`config.mk`:
```
export PLATFORM = sky130hd
export DESIGN_NAME = tx_gearbox_seq
export DESIGN_NICKNAME = d
export VERILOG_FILES = /design/src/rtl/tx_gearbox_seq.sv
export SDC_FILE = /design/constraint.sdc
export NUM_CORES = 1
export LEC_CHECK = 0
export BUFFER_PORTS_ARGS = -buffer_cell sky130_fd_sc_hd__buf_4
export CAP_MARGIN = 30
export CORE_MARGIN = 2
export CORE_UTILIZATION = 41
export DETAILED_ROUTE_END_ITERATION = 16
export HOLD_SLACK_MARGIN = 0.06
export PLACE_DENSITY = 0.71
export SYNTH_ARGS = -nofsm -noshare
export SYNTH_HDL_FRONTEND = slang
export SYNTH_SLANG_ARGS = --single-unit
export TNS_END_PERCENT = 5
```
`constraint.sdc`:
```
create_clock -name clk_i -period 1.7 [get_ports clk_i]
set_input_delay 0.085 -clock clk_i [delete_from_list [all_inputs] [get_ports clk_i]]
set_output_delay 0.085 -clock clk_i [all_outputs]
set_load 0.005 [all_outputs]
```
`src/rtl/tx_gearbox_seq.sv`:
```
// tx_gearbox_seq: 64b/66b external-gearbox TX sequencer (TXSEQUENCE, half-select, block-read/idle scheduling).
// Latency: outputs decode combinationally from registered state; blk_rd_o/idle_ins_o also follow src_empty_i with zero latency.
// Backpressure: none accepted; an empty source on a data slot yields an idle-insert instead of a read.
// Optional: define TX_GBX_STAT_EN to add underflow_cnt_o (saturating idle-insert count) and pause_o.
module tx_gearbox_seq #(
    parameter int SEQ_MAX = 32,
    parameter int SEQ_W   = 7
) (
    input  logic             clk_i,
    input  logic             rst_i,
    input  logic             enable_i,
    input  logic             src_empty_i,
    output logic             blk_rd_o,
    output logic             idle_ins_o,
    output logic             half_sel_o,
    output logic             head_vld_o,
    output logic             data_vld_o,
    output logic [SEQ_W-1:0] txsequence_o,
`ifdef TX_GBX_STAT_EN
    output logic [15:0]      underflow_cnt_o,
    output logic             pause_o,
`endif
    output logic             running_o
);

    typedef enum logic [1:0] {
        ST_IDLE = 2'd0,
        ST_RUN  = 2'd1,
        ST_STOP = 2'd2
    } state_t;

    localparam logic [SEQ_W-1:0] SEQ_LAST = SEQ_W'(SEQ_MAX);

    state_t            state_q, state_d;
    logic              phase_q, phase_d;
    logic [SEQ_W-1:0]  seq_q, seq_d;
    logic              active;

    // State and slot counters; reset parks everything at IDLE / slot 0.
    always_ff @(posedge clk_i) begin
        if (rst_i) begin
            state_q <= ST_IDLE;
            phase_q <= 1'b0;
            seq_q   <= '0;
        end else begin
            state_q <= state_d;
            phase_q <= phase_d;
            seq_q   <= seq_d;
        end
    end

    // Next state: a stop at phase 0 lets the current slot finish through STOP.
    always_comb begin
        state_d = state_q;
        case (state_q)
            ST_IDLE: if (enable_i) state_d = ST_RUN;
            ST_RUN: begin
                if (!enable_i) begin
                    state_d = phase_q ? ST_IDLE : ST_STOP;
                end
            end
            ST_STOP: state_d = ST_IDLE;
            default: state_d = ST_IDLE;
        endcase
    end

    // Slot counters advance only while staying active; landing in IDLE zeroes them.
    always_comb begin
        phase_d = 1'b0;
        seq_d   = '0;
        if (state_q == ST_RUN && state_d != ST_IDLE) begin
            phase_d = ~phase_q;
            seq_d   = seq_q;
            if (phase_q) begin
                seq_d = (seq_q == SEQ_LAST) ? '0 : seq_q + SEQ_W'(1);
            end
        end
    end

    // Output decode: pause slot carries no data; a data slot reads or idles on its first half.
    always_comb begin
        active       = (state_q == ST_RUN) || (state_q == ST_STOP);
        txsequence_o = active ? seq_q : '0;
        half_sel_o   = active & phase_q;
        data_vld_o   = active && (seq_q != SEQ_LAST);
        head_vld_o   = data_vld_o & ~phase_q;
        blk_rd_o     = head_vld_o & ~src_empty_i;
        idle_ins_o   = head_vld_o & src_empty_i;
        running_o    = (state_q == ST_RUN);
    end

`ifdef TX_GBX_STAT_EN
    logic [15:0] underflow_cnt_q;

    // Saturating count of idle substitutions; only reset clears it.
    always_ff @(posedge clk_i) begin
        if (rst_i) begin
            underflow_cnt_q <= '0;
        end else if (idle_ins_o && underflow_cnt_q != 16'hFFFF) begin
            underflow_cnt_q <= underflow_cnt_q + 16'd1;
        end
    end

    // Statistics outputs.
    always_comb begin
        underflow_cnt_o = underflow_cnt_q;
        pause_o         = active && (seq_q == SEQ_LAST);
    end
`endif

endmodule

```
==> impl_metrics.json, run 1 <==
{
  "synth_area_sq_um": 599.3,
  "syn-num-nets": 81,
  "drive_gt1_share_pct": 31.58,
  "drt-initial-drc-count": 25,
  "slew_violations": 0,
  "grt_pass1_wl_um": 2063,
  "synthToLayoutAreaGrowth_pct": 35.07,
  "synthDominantCellAreaShare_pct": 33.40,
  "p_total_uw": 505.4,
  "clkSinkCount": 10,
  "p_leak_nw": 0.3508,
  "cap_viol_max_count": 0,
  "die_area_sq_um": 1784,
  "syn_inst": 72,
  "seq_power_share_pct": 48.2,
  "synth_common_cells": "dfxtp_1, nor2_1, and2_1, nand2_1, inv_1",
  "r2r-start": "state_q[1]$_SDFF_PP0_",
  "postRouteWirelength_um": 1311,
  "whs_path_depth": 3,
  "vias": 555,
  "path_cells": "inv_1, ha_1, nand3b_1, nand2_1, nor3b_2, buf_4",
  "grt_use_total_pct": 15.12,
  "power.switching_uw": 135.3,
  "async_flop_share_pct": 0,
  "worst-path-buf-inv": 2,
  "nets": 106,
  "internal_power_uw": 370.1,
  "gp_congestion": 0.7539,
  "final_area_sq_um": 809.5,
  "seqCellArea_sq_um": 202.7,
  "cp.required_ns": 1.62,
  "vias_per_cell": 5.045,
  "cpPeakStageDelay_ns": 0.37,
  "grt_pass1_vias": 468,
  "place_area_sq_um": 748.2,
  "synth_largest_area_cell": "dfxtp_1",
  "synth-seq-area-share_pct": 33.40,
  "yosysWarnings": 0,
  "whs_endpoint": "state_q[0]$_SDFF_PP0_",
  "synth-main-ff-cell": "dfxtp_1",
  "diodes": 0,
  "cts_buffers": 3,
  "multi_input_area_sq_um": 379.1,
  "cts_root_buffer": "clkbuf_4",
  "yosysMostFrequentCell": "dfxtp_1",
  "powerDensity_nw_per_um2": 624.4,
  "arrival_ns": 1.52,
  "rrSetupSlack_ns": 0.16,
  "ant_nets": 0,
  "switching_share_pct": 26.78,
  "setup_viol": 0,
  "end_kind": "primary output",
  "initial_core_util_pct": 44.93,
  "timing_hold_violations_final": 0,
  "cts.htree.levels": 1,
  "synthXorXnorAreaFrac_pct": 5.846,
  "worstMarginPinSlew_ns": 0.2423,
  "synth_compound_area_share_pct": 12.53,
  "core_area_sq_um": 1334,
  "hp-start": "enable_i",
  "synth.area.mux_share_pct": 1.670,
  "syn_area_per_cell_sq_um": 8.324,
  "irDropWorstVdd_v": 0.0002791,
  "max_freq_mhz": 621.3,
  "period_minus_slack_ns": 1.609,
  "slew_headroom_pct": 83.83,
  "wire_per_inst_um": 11.92,
  "synth_edf_count": 0,
  "critical_path.top_delay_family": "simple AND/OR/NAND/NOR gates",
  "io_pins": 17,
  "status": "completed",
  "clk_latency_ns": 0.27,
  "startpoint_type": "flop",
  "numPortBuffers": 16,
  "clockBufferDepth": 2,
  "fp-row-count": 13,
  "p_comb_share_pct": 19.9,
  "hold_path.class": "input pin to flop",
  "reg2reg_to": "seq_q[5]$_SDFFE_PP0P_",
  "synthAdderAreaFrac_pct": 10.44,
  "nFillCells": 121,
  "synth_area_leaders": "dfxtp_1, ha_1, and2_1, nor2_1, nand2_1",
  "ys_ff_latch": 10,
  "die_w_um": 42.24,
  "synth-simple-area-share_pct": 30.90,
  "antenna_found_initial": 0,
  "critical_path.slowest_cell": "dfxtp_2",
  "grt_max_degree": 13,
  "worst-setup-path-type": "flop to primary output",
  "cts_tree": "done",
  "ff2ff_path_depth": 7,
  "firstDrtPassIters": 4,
  "grt_setup_unrepaired": "yes",
  "cp_max_fo": 5,
  "die_h_um": 42.24,
  "synth_top_family_by_area": "simple AND/OR/NAND/NOR gates",
  "dpl.hpwl_um": 937.4,
  "whs_ns": 0.1601,
  "ys_types": 24,
  "clk_pin_slew_ns": 0.06,
  "skew_ns": 0.005491,
  "drc_errors": 0,
  "grt_remaining_overflow": 0,
  "clkPwrFrac_pct": 31.8,
  "finalCritPeriodShare_pct": 94.67
}
[worst register-to-register path, cell delays in order, from the launching register on]
cell and delay (ns):
dfxtp_1 0.35, inv_1 0.09, ha_1 0.23, nand4_1 0.12
nand2_1 0.10, o311ai_4 0.27, buf_4 0.20, a211oi_2 0.06
[power groups by stage]
stage / Combinational (mW) / Sequential, mW / Clock [mW]
detailed placement: 0.0952 / 0.249 / 0
floorplan: 0.0515 / 0.248 / 0
CTS: 0.0973 / 0.244 / 0.165
global route: 0.113 / 0.245 / 0.172
finish: 0.101 / 0.244 / 0.161
global placement: 0.0939 / 0.249 / 0
[area by class of cell]
class	instances	share of cell area (%)
multi-input combinational	54	46.83
sequential	10	25.04
timing repair buffer	21	19.78
inverter	7	3.246
clock buffer	3	2.782
tap	15	2.318
[per-stage QoR]
step                      setup slack, ns  util [%]  TNS (ns)  cells
final                             0.09053     60.69         0    110
after global routing             -0.01243     60.69  -0.01256    110
after floorplan                    0.3124         -         0     72
after CTS                         0.02513     58.54         0    108
after global placement             0.1855     56.10         0    104
after detailed placement           0.1585     56.10         0    104
[flip-flops by register name, summed over array words and instances, names as in the netlist]
name,flops
seq_q,7
state_q,2
phase_q,1
[per-layer routing]
layer	track usage, %	share of wire (%)
met1	20.83	44
met2	22.15	48
met3	3.017	6.5
met4	7.500	1.3
met5	0	0
[worst max path at each step]
stage / from / slack [ns] / end / cells after the start
after global placement: state_q[1]$_SDFF_PP0_ / 0.19 / seq_q[3]$_SDFFE_PP0P_ / 5
after CTS: seq_q[0]$_SDFFE_PP0P_ / 0.03 / idle_ins_o / 6
after floorplan: state_q[1]$_SDFF_PP0_ / 0.31 / seq_q[1]$_SDFFE_PP0P_ / 5
after global routing: seq_q[0]$_SDFFE_PP0P_ / -0.01 / idle_ins_o / 6
after detailed placement: state_q[1]$_SDFF_PP0_ / 0.16 / seq_q[3]$_SDFFE_PP0P_ / 5
final: seq_q[0]$_SDFFE_PP0P_ / 0.09 / idle_ins_o / 6
[what timing repair did]
| item | 4_1_cts | 5_1_grt |
|---|---|---|
| hold buffers | 1 | 0 |
| setup endpoints to repair | 0 | 10 |
| endpoints found under the hold margin | 1 | 0 |
| buffers inserted | 0 | 2 |
| resized for setup | 0 | 4 |
[cell usage in the layout (no fill, tap or decap), types with 3 or more instances in the layout]
| cell type | count |
|---|---|
| a21oi_1 | 3 |
| and2_1 | 8 |
| buf_4 | 20 |
| clkbuf_4 | 3 |
| dfxtp_1 | 8 |
| ha_1 | 5 |
| inv_1 | 7 |
| nand2_1 | 8 |
| nand4_1 | 3 |
| nor2_1 | 9 |
[kinds of logic (layout without fill, tap and decap cells)]
family | count (synthesis) | count (layout)
multiplexers | 1 | 1
XOR/XNOR | 4 | 4
flip-flops | 10 | 10
buffers and inverters | 8 | 31
adder cells (fa/ha/maj) | 5 | 5
AO/OA/AOI/OAI | 8 | 8
AND/OR/NAND/NOR | 36 | 36
Note: power is estimated with default switching activity, not from simulation.
==> run 2: changes to the inputs <==
- GPL_TIMING_DRIVEN: unset -> 0
==> impl_metrics.json, run 2 (synthesis gave the netlist of run 1 again) <==
{
  "clk_latency_ns": 0.26,
  "antenna_found_initial": 0,
  "path_cells": "inv_1, ha_1, and3_1, o311ai_4, nor2_1",
  "stdcell_count": 109,
  "grt_remaining_overflow": 0,
  "core_area_sq_um": 1334,
  "gp_congestion": 0.7158,
  "p_comb_share_pct": 20.1,
  "grt_use_total_pct": 15.99,
  "cts_buffers": 3,
  "cp_num_cells": 5,
  "fp-row-count": 13,
  "switching_share_pct": 26.26,
  "vias_per_cell": 5.083,
  "cap_viol_max_count": 0,
  "cts_root_buffer": "clkbuf_4",
  "cts_tree": "done",
  "dpl.hpwl_um": 914,
  "end_kind": "flop",
  "drc_errors": 0,
  "grt_pass1_wl_um": 2173,
  "initial_core_util_pct": 44.93,
  "finalCritPeriodShare_pct": 94.15,
  "internal_power_uw": 370.8,
  "arrival_ns": 1.73,
  "synthToLayoutAreaGrowth_pct": 35.70,
  "cpPeakStageDelay_ns": 0.44,
  "postRouteWirelength_um": 1252,
  "status": "completed",
  "setup_viol": 0,
  "vias": 554,
  "top_regs": "seq_q: 7 flops, state_q: 2 flops, phase_q: 1 flops",
  "die_area_sq_um": 1784,
  "worst-path-buf-inv": 1,
  "max_freq_mhz": 624.8,
  "p_total_uw": 502.9,
  "drive_gt1_share_pct": 32.98,
  "place_ws_ns": 0.1621,
  "whs_path_depth": 3,
  "p_leak_nw": 0.3472,
  "clkPwrFrac_pct": 31.2,
  "final.setup.worst_slack_ns": 0.09944,
  "placedCellCount": 103,
  "numPortBuffers": 16,
  "irDropWorstVdd_v": 0.0003444,
  "final_cell_mix": "buf_4, nor2_1, and2_1, nand2_1",
  "firstDrtPassIters": 4,
  "largest_reg_flops": 7,
  "startpoint_type": "flop",
  "drt-initial-drc-count": 2,
  "powerDensity_nw_per_um2": 618.3,
  "skew_ns": 0.004738,
  "clkSinkCount": 10,
  "slew_headroom_pct": 70.85,
  "clockBufferDepth": 2,
  "die_w_um": 42.24,
  "cp_max_fo": 8,
  "power.switching_uw": 132.0,
  "critical_path.slowest_cell": "o311ai_4",
  "timing_hold_violations_final": 0,
  "worstMarginPinSlew_ns": 0.4363,
  "io_pins": 17,
  "fin_util_pct": 60.98,
  "hold_path.class": "input pin to flop",
  "cts.htree.levels": 1,
  "grt_max_degree": 11,
  "critical_path.top_delay_family": "compound AO/OA/AOI/OAI gates",
  "clk_pin_slew_ns": 0.06,
  "seq_power_share_pct": 48.7,
  "grt_pass1_vias": 510,
  "die_h_um": 42.24,
  "top_register": "seq_q",
  "fin_setup_tns_ns": 0,
  "period_minus_slack_ns": 1.601,
  "nets": 105,
  "diodes": 0,
  "final_common_cell": "buf_4",
  "slew_violations": 0,
  "ant_nets": 0,
  "ff2ff_path_depth": 5,
  "wire_per_inst_um": 11.49,
  "cp.required_ns": 1.83,
  "worst-setup-path-type": "flop to flop"
}
-- run 2: changes by cell type in the layout (fill, tap and decap cells not counted), sizes merged --
cell / previous run / this run
buf: 20 / 19
-- run 2: per-stage QoR --
step	hold WS, ns	area [sq um]
finish	0.1541	813.3
global route	0.1445	813.3
CTS	0.1484	774.5
detailed placement	0.2579	738.2
global placement	0.2539	738.2
floorplan	0.1541	599.3
-- run 2: routing by layer --
metal	share of wire, %	track usage, %	vias to the layer above
met5	0	0	-
met2	47	23.69	18
met3	6.2	7.328	2
met4	0.56	8.750	0
met1	46	19.00	253
li1	-	-	281
-- run 2: area by class of cell --
| class | instances | area [sq um] |
|---|---|---|
| Timing Repair Buffer | 19 | 145.1 |
| Multi-Input combinational cell | 54 | 391.6 |
| Buffer | 1 | 5.005 |
| Fill cell | 136 | 520.5 |
| Inverter | 7 | 26.28 |
| Sequential cell | 10 | 203.9 |
| Clock buffer | 3 | 22.52 |
| Tap cell | 15 | 18.77 |
-- run 2: what timing repair did --
| action | CTS | global route |
|---|---|---|
| hold buffers | 1 | 0 |
| setup endpoints to repair | 2 | 4 |
| gates resized for setup | 2 | 5 |
| hold endpoints to repair | 1 | 0 |
| setup buffers | 0 | 2 |
| cloned | 0 | 0 |
-- run 2: worst register-to-register path: stages (launching register included) --
cell and delay (ns):
dfxtp_1 0.35, inv_1 0.11, ha_1 0.25, and3_1 0.22, o311ai_4 0.44, nor2_1 0.10
-- run 2: power by group through the flow --
stage	sequential (mW)	combinational [mW]	clock [mW]
CTS	0.245	0.0948	0.163
floorplan	0.248	0.0515	0
global route	0.246	0.112	0.183
finish	0.245	0.101	0.157
detailed placement	0.250	0.0907	0
global placement	0.249	0.0888	0
-- run 2: final timing paths --
| check | from | to | slack, ns |
|---|---|---|---|
| worst max-delay path | state_q[1]$_SDFF_PP0_ | seq_q[6]$_SDFFE_PP0P_ | 0.1 |
| worst min-delay path | enable_i | state_q[0]$_SDFF_PP0_ | 0.15 |
| worst max register to register | state_q[1]$_SDFF_PP0_ | seq_q[6]$_SDFFE_PP0P_ | 0.1 |
| worst min register to register | seq_q[0]$_SDFFE_PP0P_ | seq_q[0]$_SDFFE_PP0P_ | 0.50 |
